$ cat config.mk
export PLATFORM = sky130hd
export DESIGN_NAME = ex_muldiv_unit
export DESIGN_NICKNAME = d
export VERILOG_FILES = /design/src/rtl/ex_muldiv_unit.sv
export SDC_FILE = /design/constraint.sdc
export NUM_CORES = 1
export LEC_CHECK = 0
export ABC_AREA = 1
export CORE_MARGIN = 4
export CORE_UTILIZATION = 35
export CTS_CLUSTER_SIZE = 20
export DETAILED_ROUTE_END_ITERATION = 16
export SYNTH_ARGS = -nofsm -noshare
export SYNTH_HDL_FRONTEND = slang
export SYNTH_SLANG_ARGS = --single-unit
$ cat constraint.sdc
create_clock -name clk -period 9.8 [get_ports clk]
set_input_delay 1.96 -clock clk [delete_from_list [all_inputs] [get_ports clk]]
set_output_delay 1.96 -clock clk [all_outputs]
set_load 0.005 [all_outputs]
$ cat src/rtl/ex_muldiv_unit.sv
// rtl/ex_muldiv_unit.sv - iterative RV32M multiply/divide unit in the EX stage
module ex_muldiv_unit #(
    parameter int XLEN = 32
) (
    input  logic            clk,
    input  logic            rst_n,
    input  logic            ex_md_valid,
    input  logic [2:0]      ex_md_op,
    input  logic [XLEN-1:0] ex_rs1_val,
    input  logic [XLEN-1:0] ex_rs2_val,
    input  logic [4:0]      ex_rd_addr,
    input  logic            md_kill,
    output logic            md_busy,
    output logic            md_done,
    output logic [XLEN-1:0] md_result,
    output logic [4:0]      md_rd_addr
);

    localparam logic [2:0] OP_MUL    = 3'd0;
    localparam logic [2:0] OP_MULH   = 3'd1;
    localparam logic [2:0] OP_MULHSU = 3'd2;
    localparam logic [2:0] OP_MULHU  = 3'd3;
    localparam logic [2:0] OP_DIV    = 3'd4;
    localparam logic [2:0] OP_DIVU   = 3'd5;
    localparam logic [2:0] OP_REM    = 3'd6;

    localparam logic [XLEN-1:0] MIN_NEG = {1'b1, {(XLEN-1){1'b0}}};
    localparam logic [5:0]      LAST_STEP = 6'd31;

    typedef enum logic [1:0] {
        S_IDLE,
        S_CALC,
        S_DONE
    } state_t;

    state_t              state;
    logic [2:0]          op_q;
    logic [4:0]          rd_q;
    logic                neg_q;
    logic                neg_r;
    logic [XLEN-1:0]     opnd;
    logic [2*XLEN-1:0]   acc;
    logic [XLEN-1:0]     rem;
    logic [5:0]          cnt;
    logic                done_r;

    logic                rs1_signed;
    logic                rs2_signed;
    logic                sign1;
    logic                sign2;
    logic [XLEN-1:0]     abs1;
    logic [XLEN-1:0]     abs2;
    logic                is_div;
    logic                div_zero;
    logic                div_ovf;
    logic [XLEN-1:0]     fast_res;

    logic [XLEN:0]       mul_sum;
    logic [2*XLEN-1:0]   mul_nxt;
    logic [XLEN:0]       div_shift;
    logic [XLEN:0]       div_diff;
    logic [XLEN-1:0]     rem_nxt;
    logic [XLEN-1:0]     quo_nxt;
    logic [2*XLEN-1:0]   prod;
    logic [XLEN-1:0]     quot;
    logic [XLEN-1:0]     remv;
    logic [XLEN-1:0]     final_res;

    assign md_busy = ((state == S_IDLE) && ex_md_valid && !md_kill) || (state == S_CALC);
    assign md_done = done_r && !md_kill;

    always_comb begin
        rs1_signed = (ex_md_op == OP_MULH) || (ex_md_op == OP_MULHSU) ||
                     (ex_md_op == OP_DIV)  || (ex_md_op == OP_REM);
        rs2_signed = (ex_md_op == OP_MULH) || (ex_md_op == OP_DIV) || (ex_md_op == OP_REM);
        sign1      = rs1_signed && ex_rs1_val[XLEN-1];
        sign2      = rs2_signed && ex_rs2_val[XLEN-1];
        abs1       = sign1 ? -ex_rs1_val : ex_rs1_val;
        abs2       = sign2 ? -ex_rs2_val : ex_rs2_val;
        is_div     = ex_md_op[2];
        div_zero   = is_div && (ex_rs2_val == '0);
        div_ovf    = ((ex_md_op == OP_DIV) || (ex_md_op == OP_REM)) &&
                     (ex_rs1_val == MIN_NEG) && (ex_rs2_val == '1);
        // op[1] selects the remainder forms among the divide ops
        if (div_zero) begin
            fast_res = ex_md_op[1] ? ex_rs1_val : '1;
        end else begin
            fast_res = ex_md_op[1] ? '0 : MIN_NEG;
        end
    end

    always_comb begin
        mul_sum   = {1'b0, acc[2*XLEN-1:XLEN]} + (acc[0] ? {1'b0, opnd} : '0);
        mul_nxt   = {mul_sum, acc[XLEN-1:1]};
        // restoring divide: quotient bits shift in at acc[0] as dividend bits shift out of acc[XLEN-1]
        div_shift = {rem, acc[XLEN-1]};
        div_diff  = div_shift - {1'b0, opnd};
        rem_nxt   = div_diff[XLEN] ? div_shift[XLEN-1:0] : div_diff[XLEN-1:0];
        quo_nxt   = {acc[XLEN-2:0], ~div_diff[XLEN]};
        prod      = neg_q ? -mul_nxt : mul_nxt;
        quot      = neg_q ? -quo_nxt : quo_nxt;
        remv      = neg_r ? -rem_nxt : rem_nxt;
        case (op_q)
            OP_MUL:                      final_res = prod[XLEN-1:0];
            OP_MULH, OP_MULHSU, OP_MULHU: final_res = prod[2*XLEN-1:XLEN];
            OP_DIV, OP_DIVU:             final_res = quot;
            default:                     final_res = remv;
        endcase
    end

    always_ff @(posedge clk or negedge rst_n) begin
        if (!rst_n) begin
            state      <= S_IDLE;
            op_q       <= '0;
            rd_q       <= '0;
            neg_q      <= 1'b0;
            neg_r      <= 1'b0;
            opnd       <= '0;
            acc        <= '0;
            rem        <= '0;
            cnt        <= '0;
            done_r     <= 1'b0;
            md_result  <= '0;
            md_rd_addr <= '0;
        end else begin
            case (state)
                S_IDLE: begin
                    done_r <= 1'b0;
                    if (ex_md_valid && !md_kill) begin
                        op_q  <= ex_md_op;
                        rd_q  <= ex_rd_addr;
                        neg_q <= sign1 ^ sign2;
                        neg_r <= sign1;
                        cnt   <= '0;
                        if (div_zero || div_ovf) begin
                            md_result  <= fast_res;
                            md_rd_addr <= ex_rd_addr;
                            done_r     <= 1'b1;
                            state      <= S_DONE;
                        end else begin
                            rem   <= '0;
                            state <= S_CALC;
                            if (is_div) begin
                                acc  <= {{XLEN{1'b0}}, abs1};
                                opnd <= abs2;
                            end else begin
                                acc  <= {{XLEN{1'b0}}, abs2};
                                opnd <= abs1;
                            end
                        end
                    end
                end
                S_CALC: begin
                    if (md_kill) begin
                        cnt   <= '0;
                        state <= S_IDLE;
                    end else begin
                        cnt <= cnt + 6'd1;
                        if (op_q[2]) begin
                            acc <= {acc[2*XLEN-1:XLEN], quo_nxt};
                            rem <= rem_nxt;
                        end else begin
                            acc <= mul_nxt;
                        end
                        if (cnt == LAST_STEP) begin
                            md_result  <= final_res;
                            md_rd_addr <= rd_q;
                            done_r     <= 1'b1;
                            state      <= S_DONE;
                        end
                    end
                end
                S_DONE: begin
                    done_r <= 1'b0;
                    state  <= S_IDLE;
                end
                default: begin
                    done_r <= 1'b0;
                    state  <= S_IDLE;
                end
            endcase
        end
    end

endmodule

==> metrics.md, run 1 <==
| Metric | Value |
|---|---|
| Mean Syn Cell Area | 5.938 um2 |
| Die area | roughly 60000 um2 |
| Worst r2r src | acc[31] |
| #FFs+latches synth | 184 |
| Fmax | 0.1698 GHz |
| Largest fanout on the critical path | 10 |
| Share of cells above drive strength 1 | under 10% |
| Leading area contributor after synthesis | dfrtp_1 |
| Switch Pwr | 2.646 mW |
| Worst-Margin Slew | approximately 1.2 ns |
| CP Launch Point | md_kill |
| Initial Util | 35.49% |
| Pwr Total | 4.846 mW |
| DIE WIDTH | 244.8 um |
| Reg power frac | 24.3% |
| Row count | 86 |
| Crit path DAT | 3.93 ns |
| Fin crit period | 5.888 ns |
| CORE AREA | 55310 um2 |
| Final hold violations | 0 |
| Peak supply drop | ~0.17 mV |
| Die Height | 244.8 um |
| GP Congestion | ~0.98 |
| Clock share of power | between 10% and 20% |
| WHS Path Cells | 2 |
| CTS Buf Count | 17 |
| Vias in the first global route | around 20000 |
| Part of the cycle the worst path needs | between 60% and 70% |
| IO Pins | 115 |
| Via Count | 22090 |
| Non-Filler Instances | 4113 |
| CTS clock-pin slew for the worst setup and hold paths | 0.09 ns |
| Met2 Use GR | between 40% and 50% |
| Hold Path Sink | rd_q[0] |
| Root Buffer | clkbuf_16 |
| GRT busiest layer | met2 |
| Combinational power share | 59.9% |
| First-pass GRT wire length | 123100 um |
| Top cell type's share of synthesized area | roughly a quarter |
| CTS Sinks | 184 |
| Hold Crit Class | flop to flop |
| Post-cts resize count | 0 |
| IO buf count | 114 |
| Post-CTS setup buffer count | 0 |
| Switching Share | 54.60% |
| Post-Synthesis Cells | 3306 |
| DRC Markers | 0 |
| Post-Place Cells | between 4000 and 5000 |
| Final WL | 81590 um |
| Cell area after technology mapping | 19630 um2 |
| Ys Warns | 0 |
| DR iter-0 viols | between 2000 and 2500 |
| Clock Skews | 0.02315 ns |
| CTS Hold Bufs | 0 |
| Fin nets | 3501 |
| Type of origin of the critical path | input port |
| Worst r2r dst | md_result[2] |
| R2R Setup Slk | 4.55 ns |
| Post-synthesis cell type count | 56 |
| GRT Residual Overflow | 0 |
| Initial antenna violation count | 1 |
| Power Dens Cells | 219.9 nW/um2 |
| Met1 Use GR | about 38% |
| CTS max path bufs | 2 |
| Final HPWL DP | between 60000 and 70000 um |
| CP Class | input port to output pin |
| Synth area leaders | dfrtp_1 23%, nand2_1 19%, inv_1 8.2% |
| Internal power | 2.200 mW |
| Final slew viol count | 0 |
| Wire per inst | 19.84 um |
| Relative slew slack | 18.61% |
| Critical Path Sink Type | output pin |
| R2R depth | 24 |
| Setup TNS | 0 ns |
| Clk_lat worst skew | between 0.4 and 0.5 ns |
| Worst EP required | 7.84 ns |
| P&R area growth vs syn | 12.25% |
| Met3 GRT Util | 4.938% |
| CTS tree | built |
| DRT Pass-1 Iters | 7 |
| Outcome | finished, final reports clean |
| # diodes | 0 |
| Mapped Nets | roughly 3500 |
| Post-synthesis sequential area ratio | 23.46% |
| ANT nets after route | 0 |
| Total GRT Usage | around a quarter |
| Final setup fails | 0 |
| Leak | 11.32 nW |
| RSZ-0062 raised after global routing | no |
| Hold Startpoint | rd_q[0] |
| Vias per inst | ~5.4 |
| H-tree levels | 4 |
| Number of max-cap violations | 0 |
| Largest net degree at the start of global routing | 78 |
==> cells in the final DEF (no fill, tap or decap), drive strengths merged, types with 2 or more instances in the layout <==
cell type	instances
nand3b	20
and2	6
xnor2	32
o21bai	5
a31oi	13
nor3	46
clkinv	10
o31ai	7
o221ai	14
nand2	1021
o22ai	53
o2111ai	9
ha	71
o21a	3
a21oi	140
clkdlybuf4s50	112
o311ai	2
buf	23
nor2	386
dfrtp	184
a21o	4
xor2	58
nand3	256
a22oi	8
fa	2
inv	456
clkbuf	18
nand4	49
or2	4
nor3b	2
o21ai	300
nor4	12
o211ai	34
==> critical path, cell delays in order <==
cell             delay [ns]
clkdlybuf4s50_1        0.47
inv_1                  0.08
nand2_1                0.09
nor2_1                 0.25
clkinv_1               0.33
nand2_1                0.21
clkdlybuf4s50_1        0.53
==> through the flow <==
step / cell area, um2 / hold WS (ns) / utilization, % / worst slack (ns)
5_1_grt: 22030 / 0.4970 / 39.84 / 3.524
6_report: 22030 / 0.4812 / 39.84 / 3.912
4_1_cts: 22030 / 0.4811 / 39.84 / 3.917
3_3_place_gp: 21410 / 0.4583 / 38.71 / 3.643
2_1_floorplan: 19630 / 0.4422 / - / 5.046
3_5_place_dp: 21410 / 0.4587 / 38.71 / 3.544
==> cell type report <==
cell class / instances / area [um2]
Clock inverter: 15 / 198.9
Tap cell: 748 / 935.9
Timing Repair Buffer: 136 / 1305
Multi-Input combinational cell: 2562 / 12870
Inverter: 451 / 1693
Fill cell: 6224 / 33270
Clock buffer: 17 / 425.4
Sequential cell: 184 / 4606
==> synthesized netlist by cell type (all sizes together) <==
cell type	n
nor3	46
or3	1
a21o	4
nor2	386
o21bai	5
o31ai	7
buf	32
dfrtp	184
o21ai	300
nand3b	20
or2	4
o221ai	14
nand2	1021
clkinv	7
o21a	3
a22oi	8
fa	2
nor4	12
clkbuf	77
inv	444
a31oi	13
a32o	1
a21oi	140
o311ai	2
nor3b	2
a2111oi	1
nand3	256
nand4	49
or4	1
o22ai	53
and2	6
xnor2	32
o31a	1
ha	71
o2111ai	9
o211ai	34
xor2	58
==> flip-flops by register name (all words and copies together) (netlist names) <==
signal / count
rd_q: 5
neg_q: 1
opnd: 32
md_rd_addr: 5
op_q: 3
neg_r: 1
cnt: 6
md_result: 32
done_r: 1
acc: 64
rem: 32
state: 2
==> cell families (layout without fill, tap and decap cells) <==
group                      Yosys count  count (layout)  share of synthesized area (%)
AOI/OAI and AO/OA                  595             595                          17.12
DFF                                184             184                          23.46
xor gates and xnor gates            90              90                          4.016
buffers and inverters              560             619                          11.14
adders and majority gates           73              73                          4.729
and+or+nand+nor                   1804            1804                          39.54
==> how the worst max path moves through the flow <==
stage	end	slack [ns]	depth (start not counted)
2_1_floorplan	md_busy	5.05	5
3_3_place_gp	acc[35]	3.64	15
3_5_place_dp	acc[41]	3.54	15
4_1_cts	md_busy	3.92	7
5_1_grt	acc[48]	3.52	15
6_report	md_busy	3.91	7
==> routing by layer <==
| metal | part of all wire, % | routed length [um] | up-vias |
|---|---|---|---|
| met4 | 3.3 | 2721 | 0 |
| met3 | 9.0 | 7311 | 107 |
| met1 | 45 | 36530 | 10240 |
| met5 | 0 | 0 | - |
| met2 | 43 | 35020 | 886 |
| li1 | - | - | 10860 |
==> power groups by stage <==
stage | Clock (mW) | Sequential (mW) | Combinational [mW]
global placement | 0 | 1.19 | 2.80
detailed placement | 0 | 1.18 | 2.79
CTS | 0.776 | 1.17 | 2.81
floorplan | 0 | 1.11 | 1.75
finish | 0.766 | 1.18 | 2.90
global route | 0.806 | 1.21 | 3.15
Power figures use the tool's default switching activity.
==> run 2, diff against run 1 <==
- clock period: 9.8 -> 5.6 ns (I/O delays scaled with it)
==> run 2 against run 1 <==
Effect of this change:
- die area did not move
- core utilization rose by 0.093 points
- via count rose by 1.5%
- cell count rose by 0.29%
- combinational power rose by 76%
- cell area rose by 0.23%
- clock power rose by 64%
- highest routed layer unchanged
==> metrics.md, run 2 (same netlist as run 1, synthesis figures left out) <==
| Metric | Value |
|---|---|
| Peak supply drop | 0.2610 mV (+56%) |
| H-tree levels | 4 (unchanged) |
| IO buf count | 114 (unchanged) |
| Final slew viol count | 0 (unchanged) |
| Initial Util | 35.49% (unchanged) |
| CTS Buf Count | 17 (unchanged) |
| P&R area growth vs syn | 12.51% |
| Total GRT Usage | 26.71% (+0.11 points) |
| Post-cts resize count | 0 (unchanged) |
| CTS max path bufs | 2 (unchanged) |
| Worst path most repeated cell | nand2_1 |
| Type of origin of the critical path | flop |
| CP Class | flop to flop |
| ANT nets after route | 0 (unchanged) |
| Crit path DAT | 4.81 ns (+0.88 ns) |
| Via Count | 22430 (+1.5%) |
| Hold Crit Class | flop to flop |
| IO Pins | 115 (unchanged) |
| Biggest cell delay along the critical path | 0.51 ns (-0.02 ns) |
| GP Congestion | 1.011 (+2.8%) |
| Number of max-cap violations | 0 (unchanged) |
| Top cell family by delay on the critical path | simple AND/OR/NAND/NOR gates |
| Die area | 59940 um2 (unchanged) |
| Pwr Total | 8.438 mW (+74%) |
| Final worst slack | 1.160 ns (-2.752 ns) |
| Buf+Inv Stages, Crit Path | 3 (-1) |
| Worst EP required | 5.97 ns (-1.87 ns) |
| Commonest non-fill, non-tap cell in the layout | nand2_1 |
| Fin crit period | 4.440 ns |
| Die Height | 244.8 um (unchanged) |
| Relative slew slack | 19.31% (+0.70 points) |
| Setup TNS | 0 ns (unchanged) |
| First-pass GRT wire length | 123300 um (+0.17%) |
| Final WL | 82760 um (+1.4%) |
| Pre-CTS WS | 0.8071 ns (-2.737 ns) |
| Max reg flops | 64 (unchanged) |
| Crit-path slowest cell | nand2_1 |
| Power Dens Cells | 382.1 nW/um2 (+74%) |
| Clk_lat worst skew | 0.48 ns (about the same) |
| Final setup fails | 0 (unchanged) |
| Wire per inst | 20.06 um (+1.1%) |
| DRC Markers | 0 (unchanged) |
| Row count | 86 (unchanged) |
| CTS clock-pin slew for the worst setup and hold paths | 0.08 ns (about the same) |
| Critical Path Sink Type | flop |
| DIE WIDTH | 244.8 um (unchanged) |
| Final HPWL DP | 66280 um (+1.9%) |
| Largest net degree at the start of global routing | 104 (+33%) |
| Vias per inst | 5.437 (+1.2%) |
| Hold WS | 0.4782 ns (-0.002990 ns) |
| Share of cells above drive strength 1 | 5.213% (+0.28 points) |
| Outcome | finished, final reports clean |
| DP Area | 21510 um2 (+0.44%) |
| GRT Residual Overflow | 0 (unchanged) |
| DRT Pass-1 Iters | 8 (+1) |
| Final hold violations | 0 (unchanged) |
| Largest Register | acc |
| Leak | 11.34 nW (+0.19%) |
| Crit path cell chain | inv_1 -> ha_1 -> inv_1 -> fa_1 -> nand2_1 -> nand2_1 -> nand3_2 -> nand2_4 -> nand2_4 -> nand2_2 -> nand2_4 -> nand3_4 -> nand2_8 -> nand2_1 -> nand2_1 -> buf_4 -> nand2_1 -> o21ai_0 -> a21oi_1 -> nand3b_1 -> nor2_1 -> o21ai_1 -> nand2_1 -> nand2_1 |
| RSZ-0062 raised after global routing | no |
| CTS tree | built |
| CTS Sinks | 184 (unchanged) |
| Vias in the first global route | 20260 (+0.69%) |
| Most frequent cells in the layout | 975 x nand2_1, 426 x inv_1, 361 x nor2_1 |
| CTS Hold Bufs | 0 (unchanged) |
| Post-CTS setup buffer count | 0 (unchanged) |
| Largest fanout on the critical path | 33 (+23) |
| Clock Skews | 0.01481 ns (-0.008337 ns) |
| Worst-Margin Slew | 1.209 ns (-0.008895 ns) |
| Root Buffer | clkbuf_16 |
| DR iter-0 viols | 2503 (+4.5%) |
| Fin nets | 3512 (+0.31%) |
| Part of the cycle the worst path needs | approximately four fifths |
| Initial antenna violation count | 0 (-1) |
| CORE AREA | 55310 um2 (unchanged) |
| Final design area excluding fillers | 22090 um2 (+0.23%) |
| Fmax | 0.2252 GHz |
[run 2: changes by cell type in the layout (fill, tap and decap cells not counted), sizes merged]
| cell | previous run | this run |
|---|---|---|
| buf | 23 | 34 |
| inv | 456 | 450 |
| clkinvlp | 0 | 4 |
| clkbuf | 18 | 20 |
| bufinv | 0 | 1 |
| clkinv | 10 | 9 |
| diode | 0 | 1 |
[run 2: worst paths after layout]
kind	cells past startpoint	from	end	slack [ns]
min in group asynchronous	1	rst_n	acc[60]	0.70
max in group asynchronous	2	rst_n	md_result[13]	3.79
max	24	acc[31]	md_result[13]	1.16
max reg2reg	24	acc[31]	md_result[13]	1.16
min	2	rd_q[2]	rd_q[2]	0.48
min reg2reg	2	rd_q[2]	rd_q[2]	0.48
[run 2: area by class of cell]
cell class | count | area [um2]
antenna | 1 | 2.502
clock buffer | 19 | 442.9
clock inverter | 13 | 135.1
fill | 6147 | 33220
inverter | 451 | 1693
multi-input combinational | 2562 | 12870
sequential | 184 | 4606
tap | 748 | 935.9
timing repair buffer | 147 | 1400
[run 2: worst min-delay path, delay by kind of cell (launching register included)]
kind	cells	cell delay (ns)
DFF	1	0.34
and+or+nand+nor	2	0.10
[run 2: per-stage QoR]
stage / cells / utilization [%]
after floorplan: 3306 / -
after global placement: 4092 / 38.88
after detailed placement: 4092 / 38.88
after CTS: 4124 / 39.93
after global routing: 4124 / 39.93
final: 4125 / 39.93
[run 2: per-layer routing]
metal	global-route usage, %	share of wire, %
met2	40.29	43
met5	0	0
met1	36.88	44
met4	9.565	3.9
met3	7.024	9.7
[run 2: report_power, final]
group | internal (mW) | leakage (nW) | switching (mW)
Sequential | 1.69 | 2.40 | 0.379
Clock | 0.637 | 0.271 | 0.622
Combinational | 1.56 | 8.68 | 3.55
